$ cat config.mk
export PLATFORM = sky130hd
export DESIGN_NAME = divider_32bit_flat
export DESIGN_NICKNAME = d
export VERILOG_FILES = /design/src/rtl/alu_pkg.sv /design/src/rtl/divider_32bit_if.sv /design/src/rtl/divider_32bit_div_step.sv /design/src/rtl/divider_32bit.sv /design/src/flat_wrapper.sv
export SDC_FILE = /design/constraint.sdc
export NUM_CORES = 1
export LEC_CHECK = 0
export CORE_AREA = 3 3 150 123
export DETAILED_ROUTE_END_ITERATION = 6
export DIE_AREA = 0 0 153 126
export PLACE_DENSITY = 0.84
export SKIP_CTS_REPAIR_TIMING = 1
export SLEW_MARGIN = 20
export SYNTH_ARGS = -nofsm -noshare
export SYNTH_HDL_FRONTEND = slang
export SYNTH_SLANG_ARGS = --single-unit
export TNS_END_PERCENT = 100
$ cat constraint.sdc
create_clock -name clk -period 4.1 [get_ports clk]
set_input_delay 0.82 -clock clk [delete_from_list [all_inputs] [get_ports clk]]
set_output_delay 0.82 -clock clk [all_outputs]
set_load 0.01 [all_outputs]
$ cat src/rtl/alu_pkg.sv
// Shared constants and FSM state type for the sequential divider.
package alu_pkg;

    localparam int WIDTH_DEF = 32;
    localparam int CNT_W     = 5;

    typedef enum logic [1:0] {
        IDLE = 2'd0,
        RUN  = 2'd1,
        DONE = 2'd2
    } state_e;

endpackage : alu_pkg

$ cat src/rtl/divider_32bit_if.sv
// Request/result bundle between a divider client (master) and the divider (slave).
interface divider_32bit_if
    import alu_pkg::*;
#(
    parameter int WIDTH = WIDTH_DEF
) ();

    logic             start;
    logic [WIDTH-1:0] dividend;
    logic [WIDTH-1:0] divisor;
    logic [WIDTH-1:0] quotient;
    logic [WIDTH-1:0] remainder;
    logic             busy;
    logic             done;
    logic             div_by_zero;

    modport master (
        output start, dividend, divisor,
        input  quotient, remainder, busy, done, div_by_zero
    );

    modport slave (
        input  start, dividend, divisor,
        output quotient, remainder, busy, done, div_by_zero
    );

endinterface : divider_32bit_if

$ cat src/rtl/divider_32bit_div_step.sv
// One restoring-division iteration: shift in a dividend bit, trial-subtract, select.
module div_step
    import alu_pkg::*;
#(
    parameter int WIDTH = WIDTH_DEF
) (
    input  logic [WIDTH:0]   rem_i,
    input  logic             dvd_bit_i,
    input  logic [WIDTH-1:0] divisor_i,
    output logic [WIDTH:0]   rem_o,
    output logic             q_bit_o
);

    logic [WIDTH:0] shifted_s;
    logic [WIDTH:0] diff_s;

    // Partial remainder stays below divisor, so the top bit of the difference is its sign.
    always_comb begin
        shifted_s = {rem_i[WIDTH-1:0], dvd_bit_i};
        diff_s    = shifted_s - {1'b0, divisor_i};
        if (diff_s[WIDTH] == 1'b0) begin
            rem_o   = diff_s;
            q_bit_o = 1'b1;
        end else begin
            rem_o   = shifted_s;
            q_bit_o = 1'b0;
        end
    end

endmodule : div_step

$ cat src/rtl/divider_32bit.sv
// Unsigned 32-cycle restoring divider with a divide-by-zero shortcut.
module divider_32bit
    import alu_pkg::*;
#(
    parameter int WIDTH = WIDTH_DEF
) (
    input  logic            clk,
    input  logic            rst,
    divider_32bit_if.slave  bus
);

    state_e             state_q, state_d;
    logic [CNT_W-1:0]   cnt_q, cnt_d;
    logic [WIDTH:0]     prem_q, prem_d;
    logic [WIDTH-1:0]   dq_q, dq_d;
    logic [WIDTH-1:0]   dvs_q, dvs_d;
    logic [WIDTH-1:0]   quot_q, quot_d;
    logic [WIDTH-1:0]   rem_q, rem_d;
    logic               dbz_q, dbz_d;
    logic               busy_q, busy_d;
    logic               done_q, done_d;

    logic [WIDTH:0]     step_rem_s;
    logic               step_q_s;

    div_step #(.WIDTH(WIDTH)) u_div_step (
        .rem_i     (prem_q),
        .dvd_bit_i (dq_q[WIDTH-1]),
        .divisor_i (dvs_q),
        .rem_o     (step_rem_s),
        .q_bit_o   (step_q_s)
    );

    // dq_q shifts the dividend out of its MSB while quotient bits fill in from the LSB.
    always_comb begin
        state_d = state_q;
        cnt_d   = cnt_q;
        prem_d  = prem_q;
        dq_d    = dq_q;
        dvs_d   = dvs_q;
        quot_d  = quot_q;
        rem_d   = rem_q;
        dbz_d   = dbz_q;
        case (state_q)
            IDLE, DONE: begin
                if (bus.start) begin
                    if (bus.divisor != {WIDTH{1'b0}}) begin
                        dvs_d   = bus.divisor;
                        dq_d    = bus.dividend;
                        prem_d  = {(WIDTH+1){1'b0}};
                        cnt_d   = CNT_W'(WIDTH - 1);
                        state_d = RUN;
                    end else begin
                        quot_d  = {WIDTH{1'b1}};
                        rem_d   = bus.dividend;
                        dbz_d   = 1'b1;
                        state_d = DONE;
                    end
                end else begin
                    state_d = IDLE;
                end
            end
            RUN: begin
                prem_d = step_rem_s;
                dq_d   = {dq_q[WIDTH-2:0], step_q_s};
                if (cnt_q == {CNT_W{1'b0}}) begin
                    quot_d  = {dq_q[WIDTH-2:0], step_q_s};
                    rem_d   = step_rem_s[WIDTH-1:0];
                    dbz_d   = 1'b0;
                    state_d = DONE;
                end else begin
                    cnt_d = cnt_q - {{(CNT_W-1){1'b0}}, 1'b1};
                end
            end
            default: begin
                state_d = IDLE;
            end
        endcase
        busy_d = (state_d == RUN);
        done_d = (state_d == DONE);
    end

    // State and datapath registers with synchronous reset.
    always_ff @(posedge clk) begin
        if (rst) begin
            state_q <= IDLE;
            cnt_q   <= {CNT_W{1'b0}};
            prem_q  <= {(WIDTH+1){1'b0}};
            dq_q    <= {WIDTH{1'b0}};
            dvs_q   <= {WIDTH{1'b0}};
            quot_q  <= {WIDTH{1'b0}};
            rem_q   <= {WIDTH{1'b0}};
            dbz_q   <= 1'b0;
            busy_q  <= 1'b0;
            done_q  <= 1'b0;
        end else begin
            state_q <= state_d;
            cnt_q   <= cnt_d;
            prem_q  <= prem_d;
            dq_q    <= dq_d;
            dvs_q   <= dvs_d;
            quot_q  <= quot_d;
            rem_q   <= rem_d;
            dbz_q   <= dbz_d;
            busy_q  <= busy_d;
            done_q  <= done_d;
        end
    end

    assign bus.quotient    = quot_q;
    assign bus.remainder   = rem_q;
    assign bus.div_by_zero = dbz_q;
    assign bus.busy        = busy_q;
    assign bus.done        = done_q;

endmodule : divider_32bit

$ cat src/flat_wrapper.sv
// flat-port wrapper written by rule: the top's interface ports become plain ports
module divider_32bit_flat import alu_pkg::*;
#(
    parameter int WIDTH = WIDTH_DEF
)
  (clk, rst, bus_start, bus_dividend, bus_divisor, bus_quotient, bus_remainder, bus_busy, bus_done, bus_div_by_zero);
  divider_32bit_if #(.WIDTH(WIDTH)) bus_i ();
  input  logic clk;
  input  logic rst;
  input wire logic [$bits(bus_i.start)-1:0] bus_start;
  input wire logic [$bits(bus_i.dividend)-1:0] bus_dividend;
  input wire logic [$bits(bus_i.divisor)-1:0] bus_divisor;
  output wire logic [$bits(bus_i.quotient)-1:0] bus_quotient;
  output wire logic [$bits(bus_i.remainder)-1:0] bus_remainder;
  output wire logic [$bits(bus_i.busy)-1:0] bus_busy;
  output wire logic [$bits(bus_i.done)-1:0] bus_done;
  output wire logic [$bits(bus_i.div_by_zero)-1:0] bus_div_by_zero;
  assign bus_i.start = bus_start;
  assign bus_i.dividend = bus_dividend;
  assign bus_i.divisor = bus_divisor;
  assign bus_quotient = bus_i.quotient;
  assign bus_remainder = bus_i.remainder;
  assign bus_busy = bus_i.busy;
  assign bus_done = bus_i.done;
  assign bus_div_by_zero = bus_i.div_by_zero;
  divider_32bit #(.WIDTH(WIDTH)) u_core (.clk(clk), .rst(rst), .bus(bus_i));
endmodule
After elaboration in Yosys (flattened, before gate mapping) --
Cells that the tools add are included. W data, S select, Z words.
Cells by class: reductions and logical operators 9, eq/ne operators 9, $add $sub $neg 2, multiplexer cells 28
Operators by type and width (number):
- $mux W32 | 11
- $pmux W32 S2 | 4
- $sub A33 B32 Y33 | 1
- $reduce_bool A32 Y1 | 1
- $mux W5 | 3
- $pmux W5 S2 | 1
- $reduce_and A4 Y1 | 2
- $mux W2 | 3
- $ne A2 B2 Y1 const B | 3
- $reduce_and A3 Y1 | 2
- $logic_not A5 Y1 | 1
- $sub A5 B1 Y5 const B | 1
- $eq A2 B1 Y1 const B | 2
- $eq A2 B2 Y1 const B | 2
- $mux W1 | 4
- $ne A2 B1 Y1 const B | 2
- $pmux W2 S2 | 1
- $logic_not A2 Y1 | 1
- $pmux W1 S2 | 1
- $reduce_bool A2 Y1 | 1
- $reduce_or A2 Y1 | 1
Word-level totals: bits in registers 170, bits of input ports 67

Longest topological paths before layout --
depth after elaboration 5, mapped depth 14

Modules after synthesis --
Synthesis repeated with hierarchy kept, for this count alone.
Unflattened totals: cells, all modules 1082, area total of the unflattened synthesis 9148.8 µm²
Modules (own cells, without submodules):
- divider_32bit | instances 1, cells each 726, sequential area each 3423.3 µm², area an instance 6687.7 µm²
- div_step | instances 1, cells each 356, sequential area each 0.0 µm², area an instance 2461.1 µm²

Worst setup path before layout --
Ideal clock, no wire load.
path kind flip-flop to flip-flop, start point register u_core.dq_q[31], end point register u_core.rem_q[10] (netlist: u_core.bus.remainder[10]), cell stages (with the launch flop) 15, setup time 140 ps, slack 1135 ps, arrival 2824 ps, buffers on the path 2, cells stage by stage dfxtp_1 -> inv_1 -> ha_1 -> inv_1 -> fa_1 -> a211oi_1 -> o21a_1 -> a2111o_1 -> o22ai_2 -> o21a_1 -> or3_4 -> buf_6 -> buf_12 -> a31oi_2 -> a211oi_2
Between the ends: word-level cells in the longest chain between the ends 4
RTL lines:
- start, declared | RTL line divider_32bit.sv:15 | logic [WIDTH-1:0] dq_q, dq_d;
- start signal, assigned | RTL line divider_32bit.sv:89 | dq_q <= {WIDTH{1'b0}};
- start signal, assigned | RTL line divider_32bit.sv:100 | dq_q <= dq_d;
- $sub A33 B32 Y33 | RTL line divider_32bit_div_step.sv:20 | diff_s = shifted_s - {1'b0, divisor_i};
- $mux W32 | RTL line divider_32bit_div_step.sv:21 | if (diff_s[WIDTH] == 1'b0) begin
- $mux W32 | RTL line divider_32bit.sv:66 | if (cnt_q == {CNT_W{1'b0}}) begin
- $pmux W32 S2 | RTL line divider_32bit.sv:44 | case (state_q)
- end signal, assigned | RTL line divider_32bit.sv:92 | rem_q <= {WIDTH{1'b0}};
- end signal, assigned | RTL line divider_32bit.sv:103 | rem_q <= rem_d;
- end, declared | RTL line divider_32bit.sv:18 | logic [WIDTH-1:0] rem_q, rem_d;
No other way between the ends. The select of a mux whose other input is x is not followed. A chain may end at the register's enable or synchronous reset.

Final worst setup path --
start point register u_core.dvs_q[0], end point register u_core.prem_q[13]
Between the ends: word-level cells in the longest chain between the ends 3
RTL lines:
- start, declared | RTL line divider_32bit.sv:16 | logic [WIDTH-1:0] dvs_q, dvs_d;
- start signal, assigned | RTL line divider_32bit.sv:90 | dvs_q <= {WIDTH{1'b0}};
- start signal, assigned | RTL line divider_32bit.sv:101 | dvs_q <= dvs_d;
- $sub A33 B32 Y33 | RTL line divider_32bit_div_step.sv:20
- $mux W32 | RTL line divider_32bit_div_step.sv:21
- $pmux W32 S2 | RTL line divider_32bit.sv:44
- end signal, assigned | RTL line divider_32bit.sv:88 | prem_q <= {(WIDTH+1){1'b0}};
- end signal, assigned | RTL line divider_32bit.sv:99 | prem_q <= prem_d;
- end, declared | RTL line divider_32bit.sv:14 | logic [WIDTH:0] prem_q, prem_d;
No other way between the ends.

==> metrics.txt <==
leading post-synthesis cells by cell area sky130_fd_sc_hd__dfxtp_1 (38%), sky130_fd_sc_hd__nand2_1 (8.0%), sky130_fd_sc_hd__a21oi_1 (6.9%), sky130_fd_sc_hd__nor2_1 (6.5%), sky130_fd_sc_hd__ha_1 (4.6%); total count of max-transition violations in the final report 0; clock latency on the worst-skew pair roughly 440 ps; Worst Path Arrival roughly 4000 ps; maximum number of pins on one net before global-route repair just over 100; IR Drop Worst-Case VDD ~0.00041 V; number of global-route vias before repair around 8.3k; first-pass GRT wire length slightly above 40 mm; routed wire length between 20 and 30 mm; Die X between 150 and 200 um; number of instances in the synthesized netlist around 1.1k; antenna diode count 0; result of the run complete, no violations; Post-synth ARST share 0%; global route overflow 0; Post-Synthesis Net Count ~1.2k; setup TNS 0 ps; Area Overhead vs Synth 23.5%; most used standard cell by instance count after synthesis sky130_fd_sc_hd__nand2_1; timing-limited maximum frequency about 270 MHz; number of sinks on the clock net 170; share of final-layout standard cells stronger than drive strength 1 ~9.1%; Hold WC Path Type register to register; category of the worst setup path launch point register; Hold Violations, Final 0; Initial Utilization between 50% and 60%; setup clock skew after layout 17.3 ps; total number of nets in the final design ~1.3k; Core Area 17,200 um2; Tot GR Track Use between 20% and 30%; number of design-rule violations left by the first detailed-router iteration 700; vias post-DR about 8.7k; number of max-capacitance violations reported 0; post-synth top area cell sky130_fd_sc_hd__dfxtp_1; Pwr per Cell Area ~610 nW/um2; critical path fanouts, max 38; Bufs on Longest Clock Path 2; number of I/O pins about 130; FF+latch count, synth 170; sequential-to-total area share from yosys stat 37.8%; total setup violations reported at the end of the flow 0; number of enable flip-flop cells after synthesis 0; via count normalized by instance count about 6; fraction of synthesized cell area taken by the top area cell type ~38%; cell at the root of the clock tree sky130_fd_sc_hd__clkbuf_16; Clock transition at path regs approximately 70 ps; kind of capture point of the worst setup path register; Chip Height approximately 130 um; reported leakage power about 4.2 nW; detailed-route DRC error count 0; post-layout minimum cycle time between 3000 and 4000 ps; worst-margin pin slew 1090 ps; share of the clock period used by the worst path after layout 90.0%; initial antenna violation count 0; # port buffers around 130; most common library cells after synthesis sky130_fd_sc_hd__nand2_1 (191), sky130_fd_sc_hd__dfxtp_1 (170), sky130_fd_sc_hd__nor2_1 (155); number of buffers created by CTS 17; post-layout power a little under 7 mW; post-synthesis instance area ~9000 um2; warnings from Yosys 0; die area around 19,000 um2; top flip-flop cell by instance count after synthesis sky130_fd_sc_hd__dfxtp_1; worst rel slew slack between 20% and 30%; critical setup path kind register to register; distinct cell type count after synthesis 70; final-layout fill cell count approximately 1.4k; required time reported for the critical path endpoint around 4400 ps; unrepaired setup endpoints after global routing false; count of antenna-violating nets left after detailed routing 0; Pre-antenna DRT Iters 6; TritonCTS clock tree yes; half-perimeter wire length after detailed placement ~18 mm; mean area per synthesized cell between 7 and 8 um2; gp weighted congestion ~0.92; count of H-tree levels built during CTS 4; # rows between 40 and 50; detail-routed net length per standard cell ~17 um
-- critical path, cell delays in order (launching register included) --
cell                       delay [ps]
sky130_fd_sc_hd__dfxtp_1          370
sky130_fd_sc_hd__ha_1             190
sky130_fd_sc_hd__inv_1             60
sky130_fd_sc_hd__fa_1             430
sky130_fd_sc_hd__a211oi_1         250
sky130_fd_sc_hd__o21a_1           300
sky130_fd_sc_hd__a2111o_1         300
sky130_fd_sc_hd__o22ai_2          120
sky130_fd_sc_hd__nor4_2           370
sky130_fd_sc_hd__or3_4            600
sky130_fd_sc_hd__nor3_2           110
sky130_fd_sc_hd__a31oi_2          320
sky130_fd_sc_hd__a21oi_1          120
-- power by group --
group | switching [mW] | internal, mW | leakage [nW] | total (mW)
Sequential | 0.159 | 1.84 | 1.39 | 2.00
Combinational | 1.90 | 1.23 | 2.50 | 3.12
Clock | 0.714 | 0.990 | 0.303 | 1.70
-- logic make-up after synthesis --
group                    synth area share (%)
AO/OA/AOI/OAI                            25.0
XOR/XNOR                                 2.82
multiplexers                            0.570
adder cells (fa/ha/maj)                  4.81
flip-flops                               37.8
buffers and inverters                    6.01
AND/OR/NAND/NOR                          22.9
-- metal layers --
layer | track usage (%) | vias to the layer above | routed length (um) | share of wire, %
li1 | - | 4217 | - | -
met1 | 34.7 | 4110 | 11100 | 44
met2 | 42.4 | 356 | 11900 | 47
met3 | 4.77 | 52 | 1720 | 6.8
met4 | 8.17 | 0 | 587 | 2.3
met5 | 0 | - | 0 | 0
-- cell type report --
class,instances,area (um2),area share [%]
Clock buffer,18,439,3.95
Clock inverter,14,193,1.73
Inverter,44,165,1.49
Multi-Input combinational cell,849,5100,45.9
Sequential cell,170,3400,30.6
Tap cell,225,282,2.53
Timing Repair Buffer,150,1530,13.8
-- final timing paths --
check             slack, ps              from  cells past startpoint           endpoint
setup reg to reg        410   u_core.dvs_q[0]                     12  u_core.prem_q[13]
hold reg to reg         450  u_core.dvs_q[14]                      2   u_core.dvs_q[14]
hold / removal          450  u_core.dvs_q[14]                      2   u_core.dvs_q[14]
setup / recovery        410   u_core.dvs_q[0]                     12  u_core.prem_q[13]
-- state kept, by name, indices dropped and copies added, names as in the netlist, 2 cells and up --
register	count
u_core.state_q	2
u_core.prem_q	32
u_core.bus.remainder	32
u_core.dq_q	32
u_core.bus.quotient	32
u_core.dvs_q	32
u_core.cnt_q	5
-- layout by cell type, fill, tap and decap left out, types with 3 or more instances in the layout --
| cell type | instances |
|---|---|
| sky130_fd_sc_hd__nand2_1 | 190 |
| sky130_fd_sc_hd__dfxtp_1 | 170 |
| sky130_fd_sc_hd__nor2_1 | 155 |
| sky130_fd_sc_hd__clkdlybuf4s50_1 | 132 |
| sky130_fd_sc_hd__a21oi_1 | 124 |
| sky130_fd_sc_hd__inv_1 | 44 |
| sky130_fd_sc_hd__nor3_1 | 40 |
| sky130_fd_sc_hd__a311oi_1 | 35 |
| sky130_fd_sc_hd__ha_1 | 33 |
| sky130_fd_sc_hd__o21ai_0 | 29 |
| sky130_fd_sc_hd__xnor2_1 | 21 |
| sky130_fd_sc_hd__a21o_1 | 20 |
| sky130_fd_sc_hd__a31oi_2 | 17 |
| sky130_fd_sc_hd__clkbuf_16 | 17 |
| sky130_fd_sc_hd__a211oi_2 | 16 |
| sky130_fd_sc_hd__a211oi_1 | 14 |
| sky130_fd_sc_hd__nor3_2 | 13 |
| sky130_fd_sc_hd__buf_4 | 12 |
| sky130_fd_sc_hd__nor4_1 | 9 |
| sky130_fd_sc_hd__o211ai_1 | 8 |
| sky130_fd_sc_hd__xor2_1 | 8 |
| sky130_fd_sc_hd__nand4_1 | 8 |
| sky130_fd_sc_hd__a31oi_1 | 7 |
| sky130_fd_sc_hd__nand3_1 | 6 |
| sky130_fd_sc_hd__o31ai_1 | 6 |
| sky130_fd_sc_hd__o21bai_1 | 6 |
| sky130_fd_sc_hd__buf_12 | 6 |
| sky130_fd_sc_hd__nand2b_1 | 5 |
| sky130_fd_sc_hd__o21a_1 | 5 |
| sky130_fd_sc_hd__or3_1 | 5 |
| sky130_fd_sc_hd__a221oi_1 | 5 |
| sky130_fd_sc_hd__clkinv_4 | 5 |
| sky130_fd_sc_hd__and2_1 | 4 |
| sky130_fd_sc_hd__mux2i_1 | 4 |
| sky130_fd_sc_hd__nand4b_1 | 3 |
| sky130_fd_sc_hd__and4_1 | 3 |
| sky130_fd_sc_hd__and3_1 | 3 |
| sky130_fd_sc_hd__a2111oi_0 | 3 |
| sky130_fd_sc_hd__bufinv_16 | 3 |
-- through the flow --
| step | hold slack (ps) | std cells | instance area [um2] | setup slack, ps | util, % |
|---|---|---|---|---|---|
| floorplan | 436 | 1146 | 9000 | 1140 | - |
| global placement | 443 | 1438 | 10500 | 430 | 61.0 |
| detailed placement | 448 | 1438 | 10500 | 344 | 61.0 |
| CTS | 457 | 1470 | 11100 | 425 | 64.7 |
| global route | 472 | 1470 | 11100 | 144 | 64.7 |
| finish | 455 | 1470 | 11100 | 412 | 64.7 |
Power figures use the tool's default switching activity.
